File: src/rtl/rev_count_ctrl.sv
// rev_count_ctrl: run/pause/direction sequencer and tick generator for the stopwatch reversible counter.
// Build option REV_CTRL_WRAP_EN: a bound hit reloads the counter and keeps running instead of halting.
module rev_count_ctrl #(
    parameter int unsigned DIV_MAX = 5_000_000 - 1
) (
    input  logic        clk,
    input  logic        RST,
    input  logic        btn_run,
    input  logic        btn_dir,
    input  logic        btn_clr,
    input  logic [15:0] limit,
    input  logic [15:0] cnt_q,
    output logic        cnt_ce,
    output logic        cnt_up,
    output logic        cnt_clr,
    output logic        cnt_ld,
    output logic [15:0] cnt_ld_val,
    output logic [1:0]  state
);

    localparam int unsigned   PW        = (DIV_MAX > 0) ? $clog2(DIV_MAX + 1) : 1;
    localparam logic [PW-1:0] PRESC_MAX = PW'(DIV_MAX);

    typedef enum logic [1:0] {
        IDLE  = 2'd0,
        RUN   = 2'd1,
        PAUSE = 2'd2,
        HALT  = 2'd3
    } state_t;

    state_t        r_state, w_state_nx;
    logic [PW-1:0] r_presc, w_presc_nx;
    logic          r_run_prev, r_dir_prev, r_clr_prev;
    logic          r_run_ev, r_dir_ev, r_clr_ev;
    logic          r_dir_pend, w_pend_nx;
    logic          r_tick_d, w_tick_nx;
    logic          r_cnt_ce, w_ce_nx;
    logic          r_cnt_up, w_up_nx;
    logic          r_cnt_clr, w_clr_nx;
    logic          r_cnt_ld, w_ld_nx;
    logic [15:0]   r_cnt_ld_val, w_ld_val_nx;
    logic          w_bound_hit;

    assign w_bound_hit = r_cnt_up ? (cnt_q >= limit) : (cnt_q == 16'h0000);

    // NOTE: every output of this block is written a default first, so no path can infer a latch.
    always_comb begin
        w_state_nx  = r_state;
        w_presc_nx  = r_presc;
        w_ce_nx     = 1'b0;
        w_clr_nx    = 1'b0;
        w_ld_nx     = 1'b0;
        w_ld_val_nx = r_cnt_ld_val;
        w_tick_nx   = 1'b0;
        w_pend_nx   = r_dir_pend ^ r_dir_ev;
        // Direction reaches the counter only in the cycle after a tick, never alongside cnt_ce.
        w_up_nx     = (r_state != RUN || r_tick_d) ? r_dir_pend : r_cnt_up;

        if (r_clr_ev) begin
            w_clr_nx   = 1'b1;
            w_state_nx = IDLE;
            w_presc_nx = '0;
        end else begin
            case (r_state)
                IDLE: begin
                    if (r_run_ev) begin
                        w_state_nx = RUN;
                        w_presc_nx = '0;
                    end
                end
                RUN: begin
                    if (r_run_ev) begin
                        w_state_nx = PAUSE;
                    end else if (r_presc == PRESC_MAX) begin
                        w_presc_nx = '0;
                        w_tick_nx  = 1'b1;
                        if (!w_bound_hit) begin
                            w_ce_nx = 1'b1;
                        end else begin
`ifdef REV_CTRL_WRAP_EN
                            w_ld_nx     = 1'b1;
                            w_ld_val_nx = r_cnt_up ? 16'h0000 : limit;
`else
                            w_state_nx = HALT;
`endif
                        end
                    end else begin
                        w_presc_nx = r_presc + PW'(1);
                    end
                end
                PAUSE: begin
                    if (r_run_ev) w_state_nx = RUN;
                end
                HALT: begin
                    if (r_run_ev) begin
                        w_state_nx = RUN;
                        w_presc_nx = '0;
                        if (r_cnt_up) begin
                            w_clr_nx = 1'b1;
                        end else begin
                            w_ld_nx     = 1'b1;
                            w_ld_val_nx = limit;
                        end
                    end
                end
                default: w_state_nx = IDLE;
            endcase
        end
    end

    // NOTE: registers take <= so every flop samples the pre-edge values of the others.
    always_ff @(posedge clk) begin
        if (RST) begin
            r_run_prev   <= 1'b0;
            r_dir_prev   <= 1'b0;
            r_clr_prev   <= 1'b0;
            r_run_ev     <= 1'b0;
            r_dir_ev     <= 1'b0;
            r_clr_ev     <= 1'b0;
            r_state      <= IDLE;
            r_presc      <= '0;
            r_dir_pend   <= 1'b1;
            r_tick_d     <= 1'b0;
            r_cnt_ce     <= 1'b0;
            r_cnt_up     <= 1'b1;
            r_cnt_clr    <= 1'b0;
            r_cnt_ld     <= 1'b0;
            r_cnt_ld_val <= 16'h0000;
        end else begin
            r_run_prev   <= btn_run;
            r_dir_prev   <= btn_dir;
            r_clr_prev   <= btn_clr;
            r_run_ev     <= btn_run & ~r_run_prev;
            r_dir_ev     <= btn_dir & ~r_dir_prev;
            r_clr_ev     <= btn_clr & ~r_clr_prev;
            r_state      <= w_state_nx;
            r_presc      <= w_presc_nx;
            r_dir_pend   <= w_pend_nx;
            r_tick_d     <= w_tick_nx;
            r_cnt_ce     <= w_ce_nx;
            r_cnt_up     <= w_up_nx;
            r_cnt_clr    <= w_clr_nx;
            r_cnt_ld     <= w_ld_nx;
            r_cnt_ld_val <= w_ld_val_nx;
        end
    end

    assign cnt_ce     = r_cnt_ce;
    assign cnt_up     = r_cnt_up;
    assign cnt_clr    = r_cnt_clr;
    assign cnt_ld     = r_cnt_ld;
    assign cnt_ld_val = r_cnt_ld_val;
    assign state      = r_state;

endmodule
File: config.mk
export PLATFORM = sky130hd
export DESIGN_NAME = rev_count_ctrl
export DESIGN_NICKNAME = d
export VERILOG_FILES = /design/src/rtl/rev_count_ctrl.sv
export SDC_FILE = /design/constraint.sdc
export NUM_CORES = 1
export LEC_CHECK = 0
export CAP_MARGIN = 20
export CORE_MARGIN = 3
export CORE_UTILIZATION = 40
export DETAILED_ROUTE_END_ITERATION = 8
export PLACE_DENSITY = 0.65
export SLEW_MARGIN = 10
export SYNTH_ARGS = -nofsm -noshare
export SYNTH_HDL_FRONTEND = slang
export SYNTH_SLANG_ARGS = --single-unit
File: constraint.sdc
create_clock -name clk -period 4.1 [get_ports clk]
set_input_delay 0.82 -clock clk [delete_from_list [all_inputs] [get_ports clk]]
set_output_delay 0.82 -clock clk [all_outputs]
set_load 0.005 [all_outputs]
# [Word level (Yosys, flattened, before mapping)]
# Index checks and enable logic that the tools add are counted.
[word_totals] in_bits=37 wordCells=70 ff_bits=53
[op_classes] bitwise=13 n_reduce_logical=13 add_sub_neg=1 order_cmp=1 muxes=17 n_eq_ne=10
[op_table] operator="two-way mux 23 bit" count=3
[op_table] operator="one-hot mux 23 bit (2 select lines)" count=1
[op_table] operator="adder 23 x 1 -> 23 bit (second input constant)" count=1
[op_table] operator="== test 23 bit (second input constant)" count=1
[op_table] operator=">= comparator 16 bit" count=1
[op_table] operator="zero test 16 bit" count=1
[op_table] operator="NOT 1 bit" count=9
[op_table] operator="two-way mux 1 bit" count=8
[op_table] operator="two-way mux 2 bit" count=4
[op_table] operator="OR reduction 4 bit" count=2
[op_table] operator="inequality test 2 x 1 -> 1 bit (second input constant)" count=3
[op_table] operator="inequality test 3 bit (second input constant)" count=2
[op_table] operator="AND reduction 3 bit" count=2
[op_table] operator="OR reduction 5 bit" count=1
[op_table] operator="== test 2 bit (second input constant)" count=2
[op_table] operator="one-hot mux 2 bit (2 select lines)" count=1
[op_table] operator="AND reduction 4 bit" count=1
[op_table] operator="OR reduction 2 bit" count=2
[op_table] operator="AND 1 bit" count=3
[op_table] operator="OR reduction 3 bit" count=1
[op_table] operator="== test 2 x 1 -> 1 bit (second input constant)" count=1
[op_table] operator="zero test 2 bit" count=1
[op_table] operator="inequality test 2 bit (second input constant)" count=1
[op_table] operator="nonzero test 2 bit" count=1
[op_table] operator="2 further kinds" count=2

# [Longest topological paths before layout]
[depth] word_depth=6 mapped_depth=8 mapped_depth_nobuf=7

# [Worst setup path before layout]
# OpenSTA, ideal clock, no wires.
[synth_path] path_kind="input to register" startpoint="input limit[13]" endpoint="register r_state[0] (netlist: state[0])" stages=7 path_buffers=0 path_slack_ns=1.853 setup_time_ns=0.133 t_arrival_ns=2.114 path_cell_list="inv_1 ha_1 a211o_1 a211o_1 a31o_2 o211ai_1 a221oi_1"
[synth_between] elab_chain_cells=4
[synth_lines] item="from (decl)" line_no="11" rtl="input logic [15:0] limit,"
[synth_lines] item=">= comparator 16 bit" line_no="44" rtl="assign w_bound_hit = r_cnt_up ? (cnt_q >= limit) : (cnt_q == 16'h0000);"
[synth_lines] item="two-way mux 1 bit" line_no="44"
[synth_lines] item="inequality test 3 bit (no source line)"
[synth_lines] item="AND reduction 3 bit (no source line)"
[synth_lines] item="to (signal assigned)" line_no="136" rtl="r_state <= w_state_nx;"
[synth_lines] item="to (decl)" line_no="31" rtl="state_t r_state, w_state_nx;"
# No other way between the ends.
# A chain may end at the register's enable or synchronous reset.

# [Worst setup path after layout]
[layout_path] startpoint="input limit[15]" endpoint="register r_state[0] (netlist: state[0])"
# Same word-level chain as after synthesis.

==> summary.txt <==
Pwr
  • Clock network power share: 35.0%
  • P_leak: 0.001255 µW
  • Power Density: 302.6 mW/mm²
  • Sw power: 256.5 µW
  • Logic pwr share: 14.5%
  • Sequential fraction of design power: 50.5%
  • Switching Fraction: 24.22%
  • Design internal power: 802.6 µW
  • Worst vdd ir: 0.1896 mV

Place
  • Post-DP Area: 0.003383 mm²
  • # port buffers: 58
  • GPL Wtd Cong: 0.8785
  • DP HPWL: 4651 µm
  • DP Worst Slack: 1.224 ns
  • Post-Place Cells: 444

Die
  • Std-Cell Core Area: 0.006495 mm²
  • Die Ht: 89.00 µm
  • Initial Utilization: 42.42%
  • Die area: 0.007920 mm²
  • Num ports: 59
  • Die width: 89.00 µm
  • # rows: 29

Global route
  • Pin count of the biggest net entering global routing: 25
  • Gr ovfl total: 0
  • Initial antenna violation count: 0
  • Number of global-route vias before repair: 2289
  • Gr usage total: 16.99%
  • First-pass GRT wire length: 10680 µm

Layout
  • Nets: 432
  • Post-Route Utilization: 53.88%
  • Largest register FFs: 23
  • Area Overhead vs Synth: 27.02%
  • Final Instance Area: 0.003500 mm²
  • Share of cells above drive strength 1: 5.333%
  • Post-route insts no fill: 452
  • Top reg by flops: r_presc
  • Diode count: 0
  • # fillers: 588

Synthesis
  • Synth Cell Area: 0.002755 mm²
  • Commonest cells post-synth: dfxtp_1, nand2_1, nor2_1
  • Synthesized Nets: 376
  • Post-synth EDFFs: 0
  • Post-Syn Instances: 318
  • Prevailing post-synth register cell: dfxtp_1
  • Average cell area after synthesis: 8.664 µm²
  • Synth top area cells: dfxtp_1, ha_1, nand2_1, xnor2_1, a21oi_1
  • Post-synthesis register bit count: 53
  • Seq/Total Area, Yosys: 38.51%
  • Total number of yosys warnings: 0
  • Netlist cell types: 49
  • Top-count cell post-synth: dfxtp_1
  • Synth area leader: dfxtp_1
  • Synth async-reset ratio: 0%
  • Yosys top cell area share: 38.51%

Setup path
  • Setup CP Type: input pin to flip-flop
  • Worst reg2reg setup slack: 1.65 ns
  • Crit path capture type: flip-flop
  • CP peak stage delay: 0.48 ns
  • CP max stage cell: clkdlybuf4s50_1
  • CP Launch Type: input pin
  • Required @ worst endpoint: 4.32 ns
  • Critical path fanouts, max: 4
  • Crit path from: limit[15]
  • Crit-path leading delay family: simple AND/OR/NAND/NOR gates
  • Reg2reg path depth: 7
  • FF-to-FF End: r_presc[14]
  • Critical Path AT: 2.78 ns
  • Worst path cell trace: clkdlybuf4s50_1, inv_1, ha_1, nand4_1, nor4_1, a31o_2, o211ai_1, a221oi_1
  • Buf/Inv on CP: 2
  • FF-to-FF Start: state[0]

Route
  • Vias/cell: 5.131
  • DR vias: 2319
  • Drt total wl: 6075 µm
  • Post-DR wirelength/cell: 13.44 µm
  • Pre-antenna DRT Iters: 4
  • Final ANT Viol Nets: 0
  • Initial drt markers: 58
  • # DRC: 0

Worst hold path
  • Cells on Worst Hold Path: 1
  • HP Class: flip-flop to flip-flop
  • Worst hold start: r_clr_prev
  • Endpoint, Worst Hold: r_clr_ev

STA
  • Setup Viol. Count Final: 0
  • Worst slew margin: 33.97%
  • Slew @ Worst Pin: 0.9851 ns
  • Final Cycle Share: 62.37%
  • Maximum clock frequency: 391.1 MHz
  • TNS Setup: 0 ns
  • Fin. Hold Viols: 0
  • Final Max Slew Viols: 0
  • Skew final: 0.008549 ns
  • Worst setup margin: 1.543 ns
  • Min cycle time layout: 2.557 ns
  • Unrepaired setup endpoints after global routing: no

Run
  • Max-Cap Viols: 0

Clock network
  • Setup bufs post-CTS: 0
  • CTS Hold Buffers Added: 0
  • Worst-path clk slew: 0.10 ns
  • Clock sink count: 53
  • Max clock buf depth: 2
  • H-tree depth: 2
  • Gates resized, CTS repair: 0
  • CTS buffer count: 5
  • Clock Latency Late Sink: 0.31 ns
  • Root Driver: clkbuf_8
  • CTS tree: done

Run status
  • Status: complete, no violations
-- worst max-delay path by stage --
stage,end,slack [ns],cells past startpoint
global placement,state[0],1.25,8
CTS,state[0],1.54,8
global route,state[0],1.36,8
detailed placement,state[0],1.22,8
floorplan,state[0],1.85,7
finish,state[0],1.54,8
-- power groups by stage --
stage	clock (µW)	combinational, µW	sequential [µW]
2_1_floorplan	0	94.5	544
3_3_place_gp	0	152	548
3_5_place_dp	0	154	547
4_1_cts	384	155	536
5_1_grt	405	173	538
6_report	370	153	535
-- cell usage in the layout, fill, tap and decap left out, types with 3 or more instances in the layout --
cell	count
nand2_1	45
xnor2_1	14
nor4_1	9
nor2b_1	8
nand4_1	10
inv_1	24
a21oi_1	24
clkbuf_8	6
xor2_1	8
nor2_1	30
and4_1	3
nand3_1	10
dfxtp_1	53
a211o_1	3
clkdlybuf4s50_1	58
nor3_1	4
ha_1	21
nand2b_1	4
-- per-stage QoR --
stage / hold slack, ns / total power, µW
final: 0.3767 / 1059
after global routing: 0.3932 / 1115
after CTS: 0.3839 / 1075
after detailed placement: 0.3770 / 701.6
after global placement: 0.3705 / 699.4
after floorplan: 0.3674 / 638.4
-- worst reg2reg max path, cell delays in order, from the launching register on --
cell	delay, ns
dfxtp_1	0.46
inv_1	0.07
ha_1	0.33
mux2_4	0.31
nor2_1	0.37
inv_1	0.16
o21bai_4	0.51
nor2_1	0.11
-- area by class of cell --
class	count	area [µm²]	share of cell area (%)
Multi-Input combinational cell	231	1548	44.23
Clock inverter	1	30.03	0.8581
Tap cell	77	96.34	2.753
Inverter	24	90.09	2.574
Sequential cell	53	1061	30.32
Timing Repair Buffer	59	588.1	16.80
Clock buffer	7	86.33	2.467
-- cell families after synthesis --
kind of cell / count (synthesis) / synth area share, %
simple gates: 141 / 27.61
flops: 53 / 38.51
compound gates: 44 / 10.58
buf+inv: 34 / 5.495
xor+xnor: 22 / 6.994
fa+ha+maj: 21 / 9.537
mux: 3 / 1.271
-- metal layers --
layer | wire, µm | part of all wire [%] | GRT usage [%] | up-vias
li1 | - | - | - | 1214
met1 | 3100 | 51 | 23.72 | 1061
met2 | 2666 | 44 | 26.86 | 37
met3 | 205 | 3.4 | 3.318 | 7
met4 | 102 | 1.7 | 4.601 | 0
met5 | 0 | 0 | 0 | -
Power figures use the tool's default switching activity.
